## src/rtl/cpu_ctrl_pkg.sv

```systemverilog
// Shared definitions for the hardwired control sequencer: widths, IR field
// positions, opcode constants, state encoding and the registered strobe bundle.
// Optional feature macro: SINGLE_STEP_EN (adds the STEP_WAIT state).
package cpu_ctrl_pkg;

    localparam int OPW = 5;   // opcode width
    localparam int RW  = 4;   // register-field width
    localparam int DW  = 32;  // IR width

    // IR field bit positions
    localparam int OP_MSB = 31;
    localparam int OP_LSB = 27;
    localparam int RA_MSB = 26;
    localparam int RA_LSB = 23;
    localparam int RB_MSB = 22;
    localparam int RB_LSB = 19;
    localparam int RC_MSB = 18;
    localparam int RC_LSB = 15;

    // Opcodes understood by the sequencer; everything else executes as a NOP
    localparam logic [OPW-1:0] OP_ADD  = 5'b00011;
    localparam logic [OPW-1:0] OP_SUB  = 5'b00100;
    localparam logic [OPW-1:0] OP_AND  = 5'b01001;
    localparam logic [OPW-1:0] OP_OR   = 5'b01010;
    localparam logic [OPW-1:0] OP_HALT = 5'b11011;

    typedef enum logic [3:0] {
        S_IDLE      = 4'd0,
        S_T0        = 4'd1,
        S_T1        = 4'd2,
        S_T2        = 4'd3,
        S_T3        = 4'd4,
        S_T4        = 4'd5,
        S_T5        = 4'd6,
        S_HALT      = 4'd7
`ifdef SINGLE_STEP_EN
        ,
        S_STEP_WAIT = 4'd8
`endif
    } state_t;

    // Every datapath strobe, registered together so all of them change on the
    // same edge as the state register.
    typedef struct packed {
        logic           pc_out;
        logic           zlow_out;
        logic           mdr_out;
        logic           mar_in;
        logic           z_in;
        logic           pc_in;
        logic           mdr_in;
        logic           ir_in;
        logic           y_in;
        logic           inc_pc;
        logic           read;
        logic           rout;
        logic           rin;
        logic           halt;
        logic           busy;
        logic [RW-1:0]  rout_sel;
        logic [RW-1:0]  rin_sel;
        logic [OPW-1:0] alu_op;
    } ctrl_t;

    function automatic logic is_alu_op(input logic [OPW-1:0] op);
        return (op == OP_ADD) || (op == OP_SUB) || (op == OP_AND) || (op == OP_OR);
    endfunction

endpackage

```

## src/rtl/control_sequencer_if.sv

```systemverilog
// Control bundle between the sequencer and the datapath. The sequencer is the
// master (drives strobes, reads ir/mem_done/run); the datapath side is the slave.
// Optional feature macro: SINGLE_STEP_EN (adds the step input).
interface control_sequencer_if;
    import cpu_ctrl_pkg::*;

    logic           run;
    logic [DW-1:0]  ir;
    logic           mem_done;
`ifdef SINGLE_STEP_EN
    logic           step;
`endif

    logic           pc_out;
    logic           zlow_out;
    logic           mdr_out;
    logic           mar_in;
    logic           z_in;
    logic           pc_in;
    logic           mdr_in;
    logic           ir_in;
    logic           y_in;
    logic           inc_pc;
    logic           read;
    logic           rout;
    logic [RW-1:0]  rout_sel;
    logic           rin;
    logic [RW-1:0]  rin_sel;
    logic [OPW-1:0] alu_op;
    logic           halt;
    logic           busy;

    modport master (
        input  run, ir, mem_done,
`ifdef SINGLE_STEP_EN
        input  step,
`endif
        output pc_out, zlow_out, mdr_out, mar_in, z_in, pc_in, mdr_in, ir_in,
               y_in, inc_pc, read, rout, rout_sel, rin, rin_sel, alu_op,
               halt, busy
    );

    modport slave (
        output run, ir, mem_done,
`ifdef SINGLE_STEP_EN
        output step,
`endif
        input  pc_out, zlow_out, mdr_out, mar_in, z_in, pc_in, mdr_in, ir_in,
               y_in, inc_pc, read, rout, rout_sel, rin, rin_sel, alu_op,
               halt, busy
    );

endinterface

```

## src/rtl/ir_field_decode.sv

```systemverilog
// Combinational split of the instruction register into opcode and the three
// register fields, plus a flag for the three-register ALU opcodes.
module ir_field_decode
    import cpu_ctrl_pkg::*;
(
    input  logic [DW-1:0]  ir,
    output logic [OPW-1:0] op,
    output logic [RW-1:0]  ra,
    output logic [RW-1:0]  rb,
    output logic [RW-1:0]  rc,
    output logic           is_alu
);

    // Low IR bits carry immediates for other instruction classes; not used here.
    logic unused_low_bits;

    assign op              = ir[OP_MSB:OP_LSB];
    assign ra              = ir[RA_MSB:RA_LSB];
    assign rb              = ir[RB_MSB:RB_LSB];
    assign rc              = ir[RC_MSB:RC_LSB];
    assign is_alu          = is_alu_op(op);
    assign unused_low_bits = ^ir[RC_LSB-1:0];

endmodule

```

## src/rtl/control_sequencer.sv

```systemverilog
// Hardwired control unit: fetch (T0-T2) and execute (T3-T5) of three-register
// ALU instructions, with a memory-done stall in T1. All strobes are registered
// Moore outputs decoded from the next state.
// Optional feature macro: SINGLE_STEP_EN (step input, STEP_WAIT state between
// instructions, left on a rising edge of step).
module control_sequencer
    import cpu_ctrl_pkg::*;
(
    input logic                 clk,
    input logic                 rst_n,
    control_sequencer_if.master bus
);

    logic [OPW-1:0] op;
    logic [RW-1:0]  ra;
    logic [RW-1:0]  rb;
    logic [RW-1:0]  rc;
    logic           is_alu;

    state_t state_reg;
    state_t state_next;
    ctrl_t  ctrl_reg;
    ctrl_t  ctrl_next;
    logic   step_rise;

`ifdef SINGLE_STEP_EN
    localparam state_t RESUME_STATE = S_STEP_WAIT;
    logic step_prev_reg;
    assign step_rise = bus.step & ~step_prev_reg;
`else
    localparam state_t RESUME_STATE = S_T0;
    assign step_rise = 1'b0;
`endif

    ir_field_decode u_decode (
        .ir     (bus.ir),
        .op     (op),
        .ra     (ra),
        .rb     (rb),
        .rc     (rc),
        .is_alu (is_alu)
    );

    // Next-state logic; run only matters in IDLE, T5, the NOP exit of T3 and STEP_WAIT.
    always_comb begin
        state_next = state_reg;
        case (state_reg)
            S_IDLE: if (bus.run) state_next = S_T0;
            S_T0:   state_next = S_T1;
            S_T1:   if (bus.mem_done) state_next = S_T2;
            S_T2:   state_next = S_T3;
            S_T3: begin
                if (is_alu)              state_next = S_T4;
                else if (op == OP_HALT)  state_next = S_HALT;
                else if (bus.run)        state_next = RESUME_STATE;
                else                     state_next = S_IDLE;
            end
            S_T4:   state_next = S_T5;
            S_T5:   state_next = bus.run ? RESUME_STATE : S_IDLE;
            S_HALT: state_next = S_HALT;
`ifdef SINGLE_STEP_EN
            S_STEP_WAIT: begin
                if (!bus.run)       state_next = S_IDLE;
                else if (step_rise) state_next = S_T0;
            end
`endif
            default: state_next = S_IDLE;
        endcase
    end

    // Strobe decode for the state about to be entered. The T3 select uses ir as
    // presented on the T2->T3 edge, so the datapath must show the fetched word
    // on ir by then; T4/T5 fields are taken while the IR is stable.
    always_comb begin
        ctrl_next = '0;
        case (state_next)
            S_T0: begin
                ctrl_next.pc_out = 1'b1;
                ctrl_next.mar_in = 1'b1;
                ctrl_next.inc_pc = 1'b1;
                ctrl_next.z_in   = 1'b1;
                ctrl_next.busy   = 1'b1;
            end
            S_T1: begin
                ctrl_next.read   = 1'b1;
                ctrl_next.mdr_in = 1'b1;
                ctrl_next.busy   = 1'b1;
                // PC reload only once, on the cycle T1 is entered from T0
                if (state_reg == S_T0) begin
                    ctrl_next.pc_in    = 1'b1;
                    ctrl_next.zlow_out = 1'b1;
                end
            end
            S_T2: begin
                ctrl_next.mdr_out = 1'b1;
                ctrl_next.ir_in   = 1'b1;
                ctrl_next.busy    = 1'b1;
            end
            S_T3: begin
                ctrl_next.busy = 1'b1;
                if (is_alu) begin
                    ctrl_next.rout     = 1'b1;
                    ctrl_next.rout_sel = rb;
                    ctrl_next.y_in     = 1'b1;
                end
            end
            S_T4: begin
                ctrl_next.rout     = 1'b1;
                ctrl_next.rout_sel = rc;
                ctrl_next.alu_op   = op;
                ctrl_next.z_in     = 1'b1;
                ctrl_next.busy     = 1'b1;
            end
            S_T5: begin
                ctrl_next.zlow_out = 1'b1;
                ctrl_next.rin      = 1'b1;
                ctrl_next.rin_sel  = ra;
                ctrl_next.busy     = 1'b1;
            end
            S_HALT: ctrl_next.halt = 1'b1;
            default: ctrl_next = '0;
        endcase
    end

    // State, strobe and step-history registers; reset clears every strobe.
    always_ff @(posedge clk) begin
        if (!rst_n) begin
            state_reg <= S_IDLE;
            ctrl_reg  <= '0;
`ifdef SINGLE_STEP_EN
            step_prev_reg <= 1'b0;
`endif
        end else begin
            state_reg <= state_next;
            ctrl_reg  <= ctrl_next;
`ifdef SINGLE_STEP_EN
            step_prev_reg <= bus.step;
`endif
        end
    end

    assign bus.pc_out   = ctrl_reg.pc_out;
    assign bus.zlow_out = ctrl_reg.zlow_out;
    assign bus.mdr_out  = ctrl_reg.mdr_out;
    assign bus.mar_in   = ctrl_reg.mar_in;
    assign bus.z_in     = ctrl_reg.z_in;
    assign bus.pc_in    = ctrl_reg.pc_in;
    assign bus.mdr_in   = ctrl_reg.mdr_in;
    assign bus.ir_in    = ctrl_reg.ir_in;
    assign bus.y_in     = ctrl_reg.y_in;
    assign bus.inc_pc   = ctrl_reg.inc_pc;
    assign bus.read     = ctrl_reg.read;
    assign bus.rout     = ctrl_reg.rout;
    assign bus.rout_sel = ctrl_reg.rout_sel;
    assign bus.rin      = ctrl_reg.rin;
    assign bus.rin_sel  = ctrl_reg.rin_sel;
    assign bus.alu_op   = ctrl_reg.alu_op;
    assign bus.halt     = ctrl_reg.halt;
    assign bus.busy     = ctrl_reg.busy;

endmodule
```

## src/flat_wrapper.sv

```systemverilog
// flat-port wrapper written by rule: the top's interface ports become plain ports
module control_sequencer_flat import cpu_ctrl_pkg::*;
  (clk, rst_n, bus_run, bus_ir, bus_mem_done, bus_pc_out, bus_zlow_out, bus_mdr_out, bus_mar_in, bus_z_in, bus_pc_in, bus_mdr_in, bus_ir_in, bus_y_in, bus_inc_pc, bus_read, bus_rout, bus_rout_sel, bus_rin, bus_rin_sel, bus_alu_op, bus_halt, bus_busy);
  control_sequencer_if bus_i ();
  input logic clk;
  input logic rst_n;
  input wire logic [$bits(bus_i.run)-1:0] bus_run;
  input wire logic [$bits(bus_i.ir)-1:0] bus_ir;
  input wire logic [$bits(bus_i.mem_done)-1:0] bus_mem_done;
  output wire logic [$bits(bus_i.pc_out)-1:0] bus_pc_out;
  output wire logic [$bits(bus_i.zlow_out)-1:0] bus_zlow_out;
  output wire logic [$bits(bus_i.mdr_out)-1:0] bus_mdr_out;
  output wire logic [$bits(bus_i.mar_in)-1:0] bus_mar_in;
  output wire logic [$bits(bus_i.z_in)-1:0] bus_z_in;
  output wire logic [$bits(bus_i.pc_in)-1:0] bus_pc_in;
  output wire logic [$bits(bus_i.mdr_in)-1:0] bus_mdr_in;
  output wire logic [$bits(bus_i.ir_in)-1:0] bus_ir_in;
  output wire logic [$bits(bus_i.y_in)-1:0] bus_y_in;
  output wire logic [$bits(bus_i.inc_pc)-1:0] bus_inc_pc;
  output wire logic [$bits(bus_i.read)-1:0] bus_read;
  output wire logic [$bits(bus_i.rout)-1:0] bus_rout;
  output wire logic [$bits(bus_i.rout_sel)-1:0] bus_rout_sel;
  output wire logic [$bits(bus_i.rin)-1:0] bus_rin;
  output wire logic [$bits(bus_i.rin_sel)-1:0] bus_rin_sel;
  output wire logic [$bits(bus_i.alu_op)-1:0] bus_alu_op;
  output wire logic [$bits(bus_i.halt)-1:0] bus_halt;
  output wire logic [$bits(bus_i.busy)-1:0] bus_busy;
  assign bus_i.run = bus_run;
  assign bus_i.ir = bus_ir;
  assign bus_i.mem_done = bus_mem_done;
  assign bus_pc_out = bus_i.pc_out;
  assign bus_zlow_out = bus_i.zlow_out;
  assign bus_mdr_out = bus_i.mdr_out;
  assign bus_mar_in = bus_i.mar_in;
  assign bus_z_in = bus_i.z_in;
  assign bus_pc_in = bus_i.pc_in;
  assign bus_mdr_in = bus_i.mdr_in;
  assign bus_ir_in = bus_i.ir_in;
  assign bus_y_in = bus_i.y_in;
  assign bus_inc_pc = bus_i.inc_pc;
  assign bus_read = bus_i.read;
  assign bus_rout = bus_i.rout;
  assign bus_rout_sel = bus_i.rout_sel;
  assign bus_rin = bus_i.rin;
  assign bus_rin_sel = bus_i.rin_sel;
  assign bus_alu_op = bus_i.alu_op;
  assign bus_halt = bus_i.halt;
  assign bus_busy = bus_i.busy;
  control_sequencer u_core (.clk(clk), .rst_n(rst_n), .bus(bus_i));
endmodule
```

## config.mk

```make
export PLATFORM = sky130hd
export DESIGN_NAME = control_sequencer_flat
export DESIGN_NICKNAME = d
export VERILOG_FILES = /design/src/rtl/cpu_ctrl_pkg.sv /design/src/rtl/control_sequencer_if.sv /design/src/rtl/ir_field_decode.sv /design/src/rtl/control_sequencer.sv /design/src/flat_wrapper.sv
export SDC_FILE = /design/constraint.sdc
export NUM_CORES = 1
export LEC_CHECK = 0
export ABC_AREA = 1
export BUFFER_PORTS_ARGS = -buffer_cell sky130_fd_sc_hd__buf_2
export CAP_MARGIN = 10
export CORE_MARGIN = 2
export CORE_UTILIZATION = 45
export CTS_CLUSTER_SIZE = 10
export DETAILED_ROUTE_END_ITERATION = 8
export PLACE_DENSITY = 0.93
export REMOVE_ABC_BUFFERS = 1
export SLEW_MARGIN = 20
export SYNTH_ARGS = -nofsm -noshare
export SYNTH_HDL_FRONTEND = slang
export SYNTH_SLANG_ARGS = --single-unit
```

## constraint.sdc

```tcl
create_clock -name clk -period 2.05 [get_ports clk]
set_input_delay 0.1025 -clock clk [delete_from_list [all_inputs] [get_ports clk]]
set_output_delay 0.1025 -clock clk [all_outputs]
set_load 0.01 [all_outputs]
```

==> summary.txt <==
status = complete, no violations
HP Class = in -> reg
FP Rows = 17
crit path DAT = 1780 ps
syn_area_per_cell = 7.95 um^2
Final setup violation count = 0
Detailed Place HPWL = 1680 um
Layout Nets = 227
YS warnings = 0
Area growth syn-to-layout = 29.2%
RSZ-0062 raised after global routing = false
Starting Density = 48.3%
CTS root buffer = clkbuf_4
pre-CTS setup slack = 498 ps
share of layout cells above drive strength 1 = 34.9%
R2R cell count = 9
Hold Slack = 19.4 ps
f_max = 635 MHz
Vias/cell = 4.57
period utilization = 76.9%
GPL Wtd Cong = 0.819
Lkg Pwr = 0.768 nW
worst IR drop on VDD = 0.000376 V
Synth Register Bits = 28
CP Depth = 9
setup ws final = 474 ps
per-cell routed wire length = 9.99 um
worst-path fanout max = 10
number of flip-flops under the largest register name = 5
CP Launch Point = u_core.state_reg[3]$_SDFF_PN0_
IO Pins = 64
CTS clk-pin slew, worst paths = 130 ps
start of the worst register-to-register path = u_core.state_reg[3]$_SDFF_PN0_
Crit-path slowest cell = dfxtp_1
Chip Height = 53.2 um
Die Wd = 53.2 um
Starting DRT DRC Count = 6
Final Hold Violating Endpoints = 0
vias after detailed routing = 992
Power Density = 613 mW/mm^2
flop-to-flop setup slack = 470 ps
vias in the first global route = 844
largest net degree at the start of global routing = 15
drt drc = 0
CP Buf/Inv Count = 2
final setup skew = 5.17 ps
Crit path required time = 2260 ps
CP max stage delay = 410 ps
initial antenna violation count = 0
Num CTS Buffers = 3
clk_lat worst skew = 320 ps
crit path to = u_core.bus.busy$_SDFF_PN0_
register area share after synthesis = 51.4%
DRT Wirelength = 2170 um
gr ovfl total = 0
Floorplan Core Area = 0.00225 mm^2
Setup CP Type = reg -> reg
CTS sink cnt = 28
Port Buf Inserts = 48
Post-Syn Area = 0.00109 mm^2
Longest Clk Path Bufs = 2
cells along the critical path = inv_2, nand2_1, nor2_1, nor3_4, inv_1, nand3_1, nand2_1, nor2_1, nor2_1
number of max-cap violations = 0
cell count after synthesis = 137
H-tree depth = 1
most used cell, CP = nor2_1
Slew Limit Fails = 0
reg2reg end = u_core.bus.busy$_SDFF_PN0_
GRT Total Usage = 16.7%
# diodes = 0
number of cells upsized or downsized after cts = 0
Synth cell types = 22
Die Area = 0.00283 mm^2
startpoint types = flop
drt pass-1 iters = 6
first-pass GRT wire length = 3440 um
CTS tree = built
Worst setup EP type = flop
crit-path leading delay family = simple AND/OR/NAND/NOR gates
setup_tns = 0 ps
Tmin final = 1580 ps
DRT antenna net count = 0
-- cell usage in the layout, fill, tap and decap left out, types with 3 or more instances in the layout --
| cell type | instances |
|---|---|
| buf_2 | 48 |
| dfxtp_1 | 28 |
| nor2_1 | 25 |
| inv_1 | 21 |
| nand2_1 | 15 |
| nand3_1 | 9 |
| nand2_2 | 7 |
| nand4_1 | 6 |
| a21oi_1 | 5 |
| dlygate4sd3_1 | 5 |
| clkbuf_4 | 3 |
-- synthesized netlist by cell type --
| cell type | n | area (um^2) |
|---|---|---|
| dfxtp_1 | 28 | 561 |
| nor2_1 | 25 | 93.8 |
| inv_1 | 21 | 78.8 |
| nand2_1 | 15 | 56.3 |
| nand3_1 | 9 | 45.0 |
| nand2_2 | 7 | 43.8 |
| nand4_1 | 6 | 37.5 |
| a21oi_1 | 5 | 25.0 |
| buf_4 | 4 | 30.0 |
| and3_1 | 2 | 12.5 |
| inv_2 | 2 | 7.51 |
| nor2_2 | 2 | 12.5 |
| nor3_1 | 2 | 10.0 |
| clkbuf_1 | 1 | 3.75 |
| conb_1 | 1 | 3.75 |
| nand2_4 | 1 | 11.3 |
| nand3_2 | 1 | 10.0 |
| nor2_4 | 1 | 11.3 |
| nor3_4 | 1 | 16.3 |
| nor4_1 | 1 | 6.26 |
| o21ai_0 | 1 | 5.00 |
| o2bb2ai_1 | 1 | 8.76 |
-- cell families after synthesis --
logic type             synth area share (%)
flip-flops                             51.4
AND/OR/NAND/NOR                        33.6
buffers and inverters                  11.0
other                                 0.344
AO/OA/AOI/OAI                          3.56
-- worst min-delay path by stage --
stage / from / to / slack, ps / cells past startpoint
after floorplan: bus_ir[29] / u_core.bus.alu_op[2]$_SDFF_PN0_ / 210 / 2
after global placement: bus_ir[23] / u_core.bus.rin_sel[0]$_SDFF_PN0_ / 320 / 3
after detailed placement: bus_ir[24] / u_core.bus.rin_sel[1]$_SDFF_PN0_ / 330 / 3
after CTS: bus_ir[29] / u_core.bus.alu_op[2]$_SDFF_PN0_ / 2 / 3
after global routing: bus_ir[22] / u_core.bus.rout_sel[3]$_SDFF_PN0_ / 9 / 3
final: bus_ir[19] / u_core.bus.rout_sel[0]$_SDFF_PN0_ / 20 / 3
-- through the flow --
step                total power [mW]  std cells  area, um^2  utilization [%]
floorplan                      0.620        133        1060                -
global placement               0.656        209        1340             59.2
detailed placement             0.657        209        1340             59.2
CTS                            0.874        216        1400             62.0
global route                   0.912        217        1410             62.4
finish                         0.863        217        1410             62.4
-- routing by layer --
layer  track usage [%]  part of all wire (%)  up-vias
met4              7.69                   2.3        0
li1                  -                     -      528
met1              20.1                    41      428
met5                 0                     0        -
met3              2.54                   5.2        5
met2              28.8                    51       31
-- timing repair --
action | in CTS | in global routing
hold endpoints to repair | 4 | 1
buffers inserted | 0 | 0
hold buffers | 4 | 1
-- worst reg2reg max path, stage by stage, from the launching register on --
cell and delay, ps:
dfxtp_1 410, inv_2 70, nand2_1 130, nor2_1 80
nor3_4 410, inv_1 100, nand3_1 90, nand2_1 50
nor2_1 80, nor2_1 40
-- final cells by class --
type                            instances  area (um^2)
Sequential cell                        28          561
Timing Repair Buffer                   53          290
Fill cell                             217          847
Multi-Input combinational cell         82          413
Tap cell                               28         35.0
Clock buffer                            3         22.5
Inverter                               23         86.3
-- power breakdown --
part | leakage (nW) | total [mW] | internal [mW] | switching, mW
registers | 0.227 | 0.558 | 0.553 | 0.00469
logic | 0.527 | 0.0953 | 0.0417 | 0.0536
clock network | 0.0138 | 0.210 | 0.0688 | 0.141
total | 0.768 | 0.863 | 0.663 | 0.199
Power figures use the tool's default switching activity.
